`src/rtl/lcd_pixel_unpack.sv`:
```
// LCD pixel unpacker: pulls 32-bit words from the pixel buffer and streams them
// out LSB-first as 1/2/4/8/16/32 bpp pixels, one per cycle, over valid/ready.

module lcd_pixel_unpack_field #(
  parameter int BPP = 8
) (
  input  logic [31:0]                   word,
  input  logic [$clog2(32/BPP)-1:0]     idx,
  output logic [23:0]                   field
);
  localparam int PPW = 32 / BPP;

  logic [PPW-1:0][BPP-1:0] lanes;

  assign lanes = word;
  assign field = 24'(lanes[idx]);
endmodule

module lcd_pixel_unpack (
  input  logic        clk,
  input  logic        rst_n,
  input  logic        flush,
  input  logic [2:0]  bpp_sel,
  input  logic [8:0]  wr_ptr,
  output logic [8:0]  rd_ptr,
  output logic [7:0]  raddr,
  input  logic [31:0] rdata,
  output logic        pix_valid,
  input  logic        pix_ready,
  output logic [23:0] pix_data,
  output logic        underrun
);
  logic [31:0]      word_q;
  logic             word_vld;
  logic [4:0]       pix_idx;
  logic [2:0]       bpp_q;
  logic [4:0]       ppw_m1;
  logic             empty, consume, last, load;
  logic [5:0][23:0] fields;

  // One field extractor per sub-word depth; 32bpp needs no selection.
  for (genvar g = 0; g < 5; g++) begin : g_lane
    lcd_pixel_unpack_field #(.BPP(1 << g)) u_field (
      .word  (word_q),
      .idx   (pix_idx[$clog2(32 >> g)-1:0]),
      .field (fields[g])
    );
  end
  assign fields[5] = word_q[23:0];

  always_comb begin
    ppw_m1   = 5'd0;
    pix_data = fields[5];
    case (bpp_q)
      3'd0: begin ppw_m1 = 5'd31; pix_data = fields[0]; end
      3'd1: begin ppw_m1 = 5'd15; pix_data = fields[1]; end
      3'd2: begin ppw_m1 = 5'd7;  pix_data = fields[2]; end
      3'd3: begin ppw_m1 = 5'd3;  pix_data = fields[3]; end
      3'd4: begin ppw_m1 = 5'd1;  pix_data = fields[4]; end
      default: ;
    endcase
  end

  assign empty     = (rd_ptr == wr_ptr);
  assign pix_valid = word_vld;
  assign raddr     = rd_ptr[7:0];
  assign consume   = word_vld & pix_ready;
  assign last      = consume & (pix_idx == ppw_m1);
  // Refill in the last-pixel cycle so back-to-back words have no bubble.
  assign load      = (~word_vld | last) & ~empty;

  always_ff @(posedge clk) begin
    if (!rst_n || flush) begin
      word_q   <= '0;
      word_vld <= 1'b0;
      pix_idx  <= '0;
      bpp_q    <= '0;
      rd_ptr   <= '0;
      underrun <= 1'b0;
    end else begin
      underrun <= pix_ready & ~word_vld;
      if (load) begin
        word_q   <= rdata;
        bpp_q    <= bpp_sel;
        pix_idx  <= '0;
        word_vld <= 1'b1;
        rd_ptr   <= rd_ptr + 9'd1;
      end else if (last) begin
        word_vld <= 1'b0;
      end else if (consume) begin
        pix_idx  <= pix_idx + 5'd1;
      end
    end
  end
endmodule

```
`config.mk`:
```
export PLATFORM = sky130hd
export DESIGN_NAME = lcd_pixel_unpack
export DESIGN_NICKNAME = d
export VERILOG_FILES = /design/src/rtl/lcd_pixel_unpack.sv
export SDC_FILE = /design/constraint.sdc
export NUM_CORES = 1
export LEC_CHECK = 0
export CORE_ASPECT_RATIO = 1.25
export CORE_MARGIN = 2
export CORE_UTILIZATION = 50
export DETAILED_ROUTE_END_ITERATION = 10
export GPL_TIMING_DRIVEN = 1
export PLACE_DENSITY = 0.89
export SLEW_MARGIN = 20
export SYNTH_ARGS = -nofsm -noshare
export SYNTH_HDL_FRONTEND = slang
export SYNTH_SLANG_ARGS = --single-unit
```
`constraint.sdc`:
```
create_clock -name clk -period 8.18 [get_ports clk]
set_input_delay 2.454 -clock clk [delete_from_list [all_inputs] [get_ports clk]]
set_output_delay 2.454 -clock clk [all_outputs]
set_load 0.02 [all_outputs]
```
# Word-level counts from Yosys, hierarchy flattened
# Index checks and enable logic that the tools add are counted.
# word_totals
ff_bits	51
input_bits	48
output_inout_bits	43
# op_classes
magnitude_cmp	5
n_mux	14
eq_ne	6
bitwise	8
addsub	2
n_reduce_logical	6
# op_table
operator	count
one-hot mux 24 bit (5 select lines)	1
two-way mux 16 bit	2
one-hot mux 5 bit (5 select lines)	1
binary-select mux 8 bit (select 2 bit)	1
binary-select mux 4 bit (select 3 bit)	1
adder 9 x 1 -> 9 bit (second input constant)	1
== test 9 bit	1
binary-select mux 2 bit (select 4 bit)	1
two-way mux 8 bit	1
== test 3 x 2 -> 1 bit (second input constant)	2
< comparator 5 x 6 -> 1 bit (second input constant)	1
adder 5 x 1 -> 5 bit (second input constant)	1
binary-select mux 1 bit (select 5 bit)	1
== test 5 bit	1
< comparator 4 x 5 -> 1 bit (second input constant)	1
bitwise AND 1 bit	4
< comparator 3 x 4 -> 1 bit (second input constant)	1
two-way mux 4 bit	1
== test 3 x 1 -> 1 bit (second input constant)	1
== test 3 bit (second input constant)	1
zero test 3 bit	1
< comparator 2 x 3 -> 1 bit (second input constant)	1
two-way mux 1 bit	3
inverter 1 bit	3
other kinds (8)	8

# Logic depth before layout (Yosys ltp)
# depth
word_depth	7
mapped_depth	10
mapped_depth_nobuf	6

# Hierarchy
# A second synthesis with hierarchy kept.
# hier_totals
cells_unflattened	610
hier_area_um2	5779.3
# by_module_without_submodules
module	cells_each	n_inst	area_per_inst_um2	seq_area_each_um2
lcd_pixel_unpack	412	1	3782.4	1021.0
lcd_pixel_unpack_field at g_lane[0].u_field	65	1	501.7	0.0
lcd_pixel_unpack_field at g_lane[1].u_field	44	1	437.9	0.0
lcd_pixel_unpack_field at g_lane[2].u_field	35	1	424.2	0.0
lcd_pixel_unpack_field at g_lane[3].u_field	27	1	320.3	0.0
lcd_pixel_unpack_field at g_lane[4].u_field	27	1	312.8	0.0

# Least setup slack after synthesis
# No wires, ideal clock.
# synth_path
kind	reg-to-output
from	reg pix_idx[1]
to	out pix_data[2]
path_stages_with_launch	9
setup_slack_ns	3.322
required_ns	5.726
t_arrival_ns	2.404
path_cell_list	dfxtp_1 -> buf_2 -> buf_1 -> clkbuf_1 -> buf_1 -> mux2i_1 -> o211ai_1 -> o211ai_1 -> a21oi_1
# synth_via
elab_chain_cells	3
word_cells_on_any_way	5
# synth_rtl
item	line_no	text
start: declaration	35	logic [4:0] pix_idx;
start signal: assignment	91	pix_idx <= pix_idx + 5'd1;
binary-select mux 4 bit (select 3 bit) / binary-select mux 8 bit (select 2 bit) (equally long branches)	16	assign field = 24'(lanes[idx]);
two-way mux 4 bit (implied by the code) / two-way mux 8 bit (equally long branches)	16	
one-hot mux 24 bit (5 select lines) (*)	54	case (bpp_q)
end: declaration	30	output logic [23:0] pix_data,
# Every way passes the cells marked *; elsewhere a longest branch is shown, timed or not. The select of a mux whose other input is x is not followed.

# Worst setup path in the final report
# layout_path
from	reg pix_idx[0]
to	out pix_data[0]
# layout_via
elab_chain_cells	3
word_cells_on_any_way	11
# layout_rtl
item	line_no
binary-select mux 1 bit (select 5 bit) (tied with other cells)	16
two-way mux 1 bit (implied by the code) (tied with other cells)	16
one-hot mux 24 bit (5 select lines) (*)	54
# Marks and branches as above.

==> flow_summary.yaml <==
hold_path:
  hold_start: "word_q[30]"
  hold_depth: 2
  worst_hold_path_type: "register to register"
  min_to: "word_q[30]"
run_status:
  outcome: "finished clean"
finish:
  final_nets: 547
  area_growth_pct: 26.40
  antenna_cells: 0
  fin_cells: 587
  final_area_um2: 4541
  layout_common_cells: "nand2_1 (109), clkdlybuf4s50_1 (90), a21oi_1 (56)"
  layout_commonest_cell: "nand2_1"
  drive_gt1_share_pct: 8.853
  fillerInstances: 605
setup_path:
  required_ns: 5.73
  critPathMostFrequentCell: "mux4_2"
  worstRegToRegCells: 7
  crit_fanout: 25
  crit_type: "register to primary output"
  crit_path_top_delay_cell: "dfxtp_2"
  startpoint_type: "register"
  r2r-end: "rd_ptr[5]"
  cp_cell_sequence: "buf_4 > mux4_2 > mux4_2 > nand2_1 > nand3_1 > clkdlybuf4s50_1"
  r2r_setup_slack_ns: 4.81
  critPathCaptureType: "primary output"
  r2r-start: "pix_idx[1]"
  cp.arrival_ns: 3.16
  slowest_delay_ns: 0.69
global_route:
  track_usage_pct: 27.15
  grt_pass1_wl_mm: 17.03
  first_global_vias: 3493
  grt_start_max_net_pins: 52
  antenna_found_initial: 0
  overflow: 0
sta:
  worstMarginPinSlew_ns: 1.074
  finClkSkew_ns: 0.01412
  setup_tns_ns: 0
  period_minus_slack_ns: 5.618
  setup_violations: 0
  relSlewSlack_pct: 28.23
  fin_crit_sh_pct: 68.68
  slew_violations: 0
  rsz0062_at_grt: "no"
  hold-worst-slack_ns: 0.5194
  hold_viol: 0
  timing.fmax_ghz: 0.1780
clock_network:
  postCtsHoldBufs: 0
  clk_pin_slew_ns: 0.10
  cts_setup_buffers: 0
  cts_root_buffer: "clkbuf_8"
  cts_resized: 0
  numCtsBuffers: 5
  cts_buffer_depth: 2
  htree_levels: 2
  clock_sinks: 51
  clock_latency_ns: 0.31
  cts_tree: "yes"
yosys:
  netlist_instances: 441
  synth_area_leader_cell: "dfxtp_1"
  synth_area_um2: 3592
  post_synth.cell_area_avg_um2: 8.146
  synth_cell_types: 40
  seq_area_frac_synth_pct: 28.42
  synth_seq_cells: 51
  async_flop_share_pct: 0
  synth_ff_type: "dfxtp_1"
  yosys-top-cells-area: "dfxtp_1 (28%), mux4_2 (18%), nand2_1 (11%)"
  yosysTopAreaCellShare_pct: 28.42
  yosysWarnings: 0
  synth_edf_count: 0
  syn_nets: 491
detailed_routing:
  drt_first_pass_iters: 5
  drtIter0Drc: 521
  wl_per_cell_um: 18.02
  wl_mm: 10.58
  ant_nets: 0
  vias: 3628
  route.detailed.drc: 0
  via_per_inst: 6.181
placed_design:
  place.port_buffers: 90
  place_congestion: 0.9432
  dp_cells: 580
  place_hpwl_mm: 7.441
  place_area_um2: 4438
flow_run:
  maxCapViolations: 0
die:
  dieWidth_um: 79.81
  die_area_um2: 7882
  io_pins: 91
  coreArea_um2: 6977
  num_rows: 34
  die_h_um: 98.77
  start_util_pct: 51.49
power:
  p_seq_share_pct: 51.9
  switching_power_mw: 0.1335
  ir_drop_mv: 0.1119
  p_sw_share_pct: 25.46
  p_comb_share_pct: 15.3
  p_per_area_nw_per_um2: 115.5
  leakage_nw: 1.444
  power.internal_mw: 0.3910
  p_clk_share_pct: 32.8
==> cell type report <==
class,instances,area [um2],share of cell area (%)
Tap cell,90,112.6,2.480
Clock buffer,6,72.57,1.598
Clock inverter,1,30.03,0.6613
Multi-Input combinational cell,341,2360,51.97
Timing Repair Buffer,93,923.4,20.34
Sequential cell,51,1023,22.54
Inverter,5,18.77,0.4133
==> state kept, by name (all words and copies together), names as in the netlist <==
signal and count:
word_q 32, underrun 1, pix_valid 1, rd_ptr 9, bpp_q 3, pix_idx 5
==> worst max-delay path, delay by kind of cell, from the launching register on <==
| family | cells | cell delay [ns] |
|---|---|---|
| buf+inv | 2 | 1.00 |
| mux | 2 | 1.01 |
| flops | 1 | 0.69 |
| simple gates | 2 | 0.16 |
==> cell families after synthesis <==
kind of cell	count (synthesis)	share of synthesized area, %
adder cells (fa/ha/maj)	2	0.6965
AND/OR/NAND/NOR	171	20.90
flip-flops	51	28.42
XOR/XNOR	15	3.657
buffers and inverters	49	6.269
multiplexers	44	22.43
AO/OA/AOI/OAI	109	17.62
==> power groups by stage <==
stage	logic, mW	registers (mW)	clock network (mW)
3_5_place_dp	0.0800	0.277	0
2_1_floorplan	0.0457	0.271	0
3_3_place_gp	0.0779	0.277	0
5_1_grt	0.0874	0.273	0.183
4_1_cts	0.0804	0.272	0.175
6_report	0.0803	0.272	0.172
==> how the worst max path moves through the flow <==
stage | start | endpoint | slack [ns] | cells after the start
2_1_floorplan | pix_idx[1] | pix_data[2] | 3.32 | 8
3_3_place_gp | pix_idx[0] | pix_data[0] | 2.91 | 6
3_5_place_dp | pix_idx[0] | pix_data[0] | 2.87 | 6
4_1_cts | pix_idx[0] | pix_data[0] | 2.53 | 6
5_1_grt | pix_idx[0] | pix_data[0] | 2.31 | 6
6_report | pix_idx[0] | pix_data[0] | 2.56 | 6
==> through the flow <==
| stage | util, % | power [mW] | setup WS (ns) |
|---|---|---|---|
| after global placement | 63.61 | 0.3547 | 2.913 |
| after CTS | 65.08 | 0.5267 | 2.527 |
| final | 65.08 | 0.5245 | 2.562 |
| after floorplan | - | 0.3163 | 3.322 |
| after detailed placement | 63.61 | 0.3574 | 2.872 |
| after global routing | 65.08 | 0.5436 | 2.315 |
==> cells in the mapped netlist (2+ instances only) <==
cell and number:
buf_2 9, nand2b_1 6, mux2i_1 13, nand3_1 8, buf_1 4, xor2_1 2
ha_1 2, dfxtp_1 51, and2_1 8, a211o_1 2, a21o_1 3, buf_4 8
a21boi_0 8, nor2_1 14, inv_1 5, a31oi_1 2, mux2_2 2, o31ai_1 3
clkbuf_1 23, or3_1 6, o211ai_1 7, nand2_1 109, or4_1 2, xnor2_1 13
mux4_2 29, nor3_1 12, a22oi_1 4, o21ai_0 18, a21oi_1 57
==> metal layers <==
metal / vias to the layer above / track usage (%) / wire [um]
li1: 1676 / - / -
met1: 1729 / 34.99 / 4125
met2: 185 / 45.83 / 5312
met3: 38 / 3.846 / 778
met4: 0 / 10.69 / 358
met5: - / 0 / 0
Note: power is estimated with default switching activity, not from simulation.
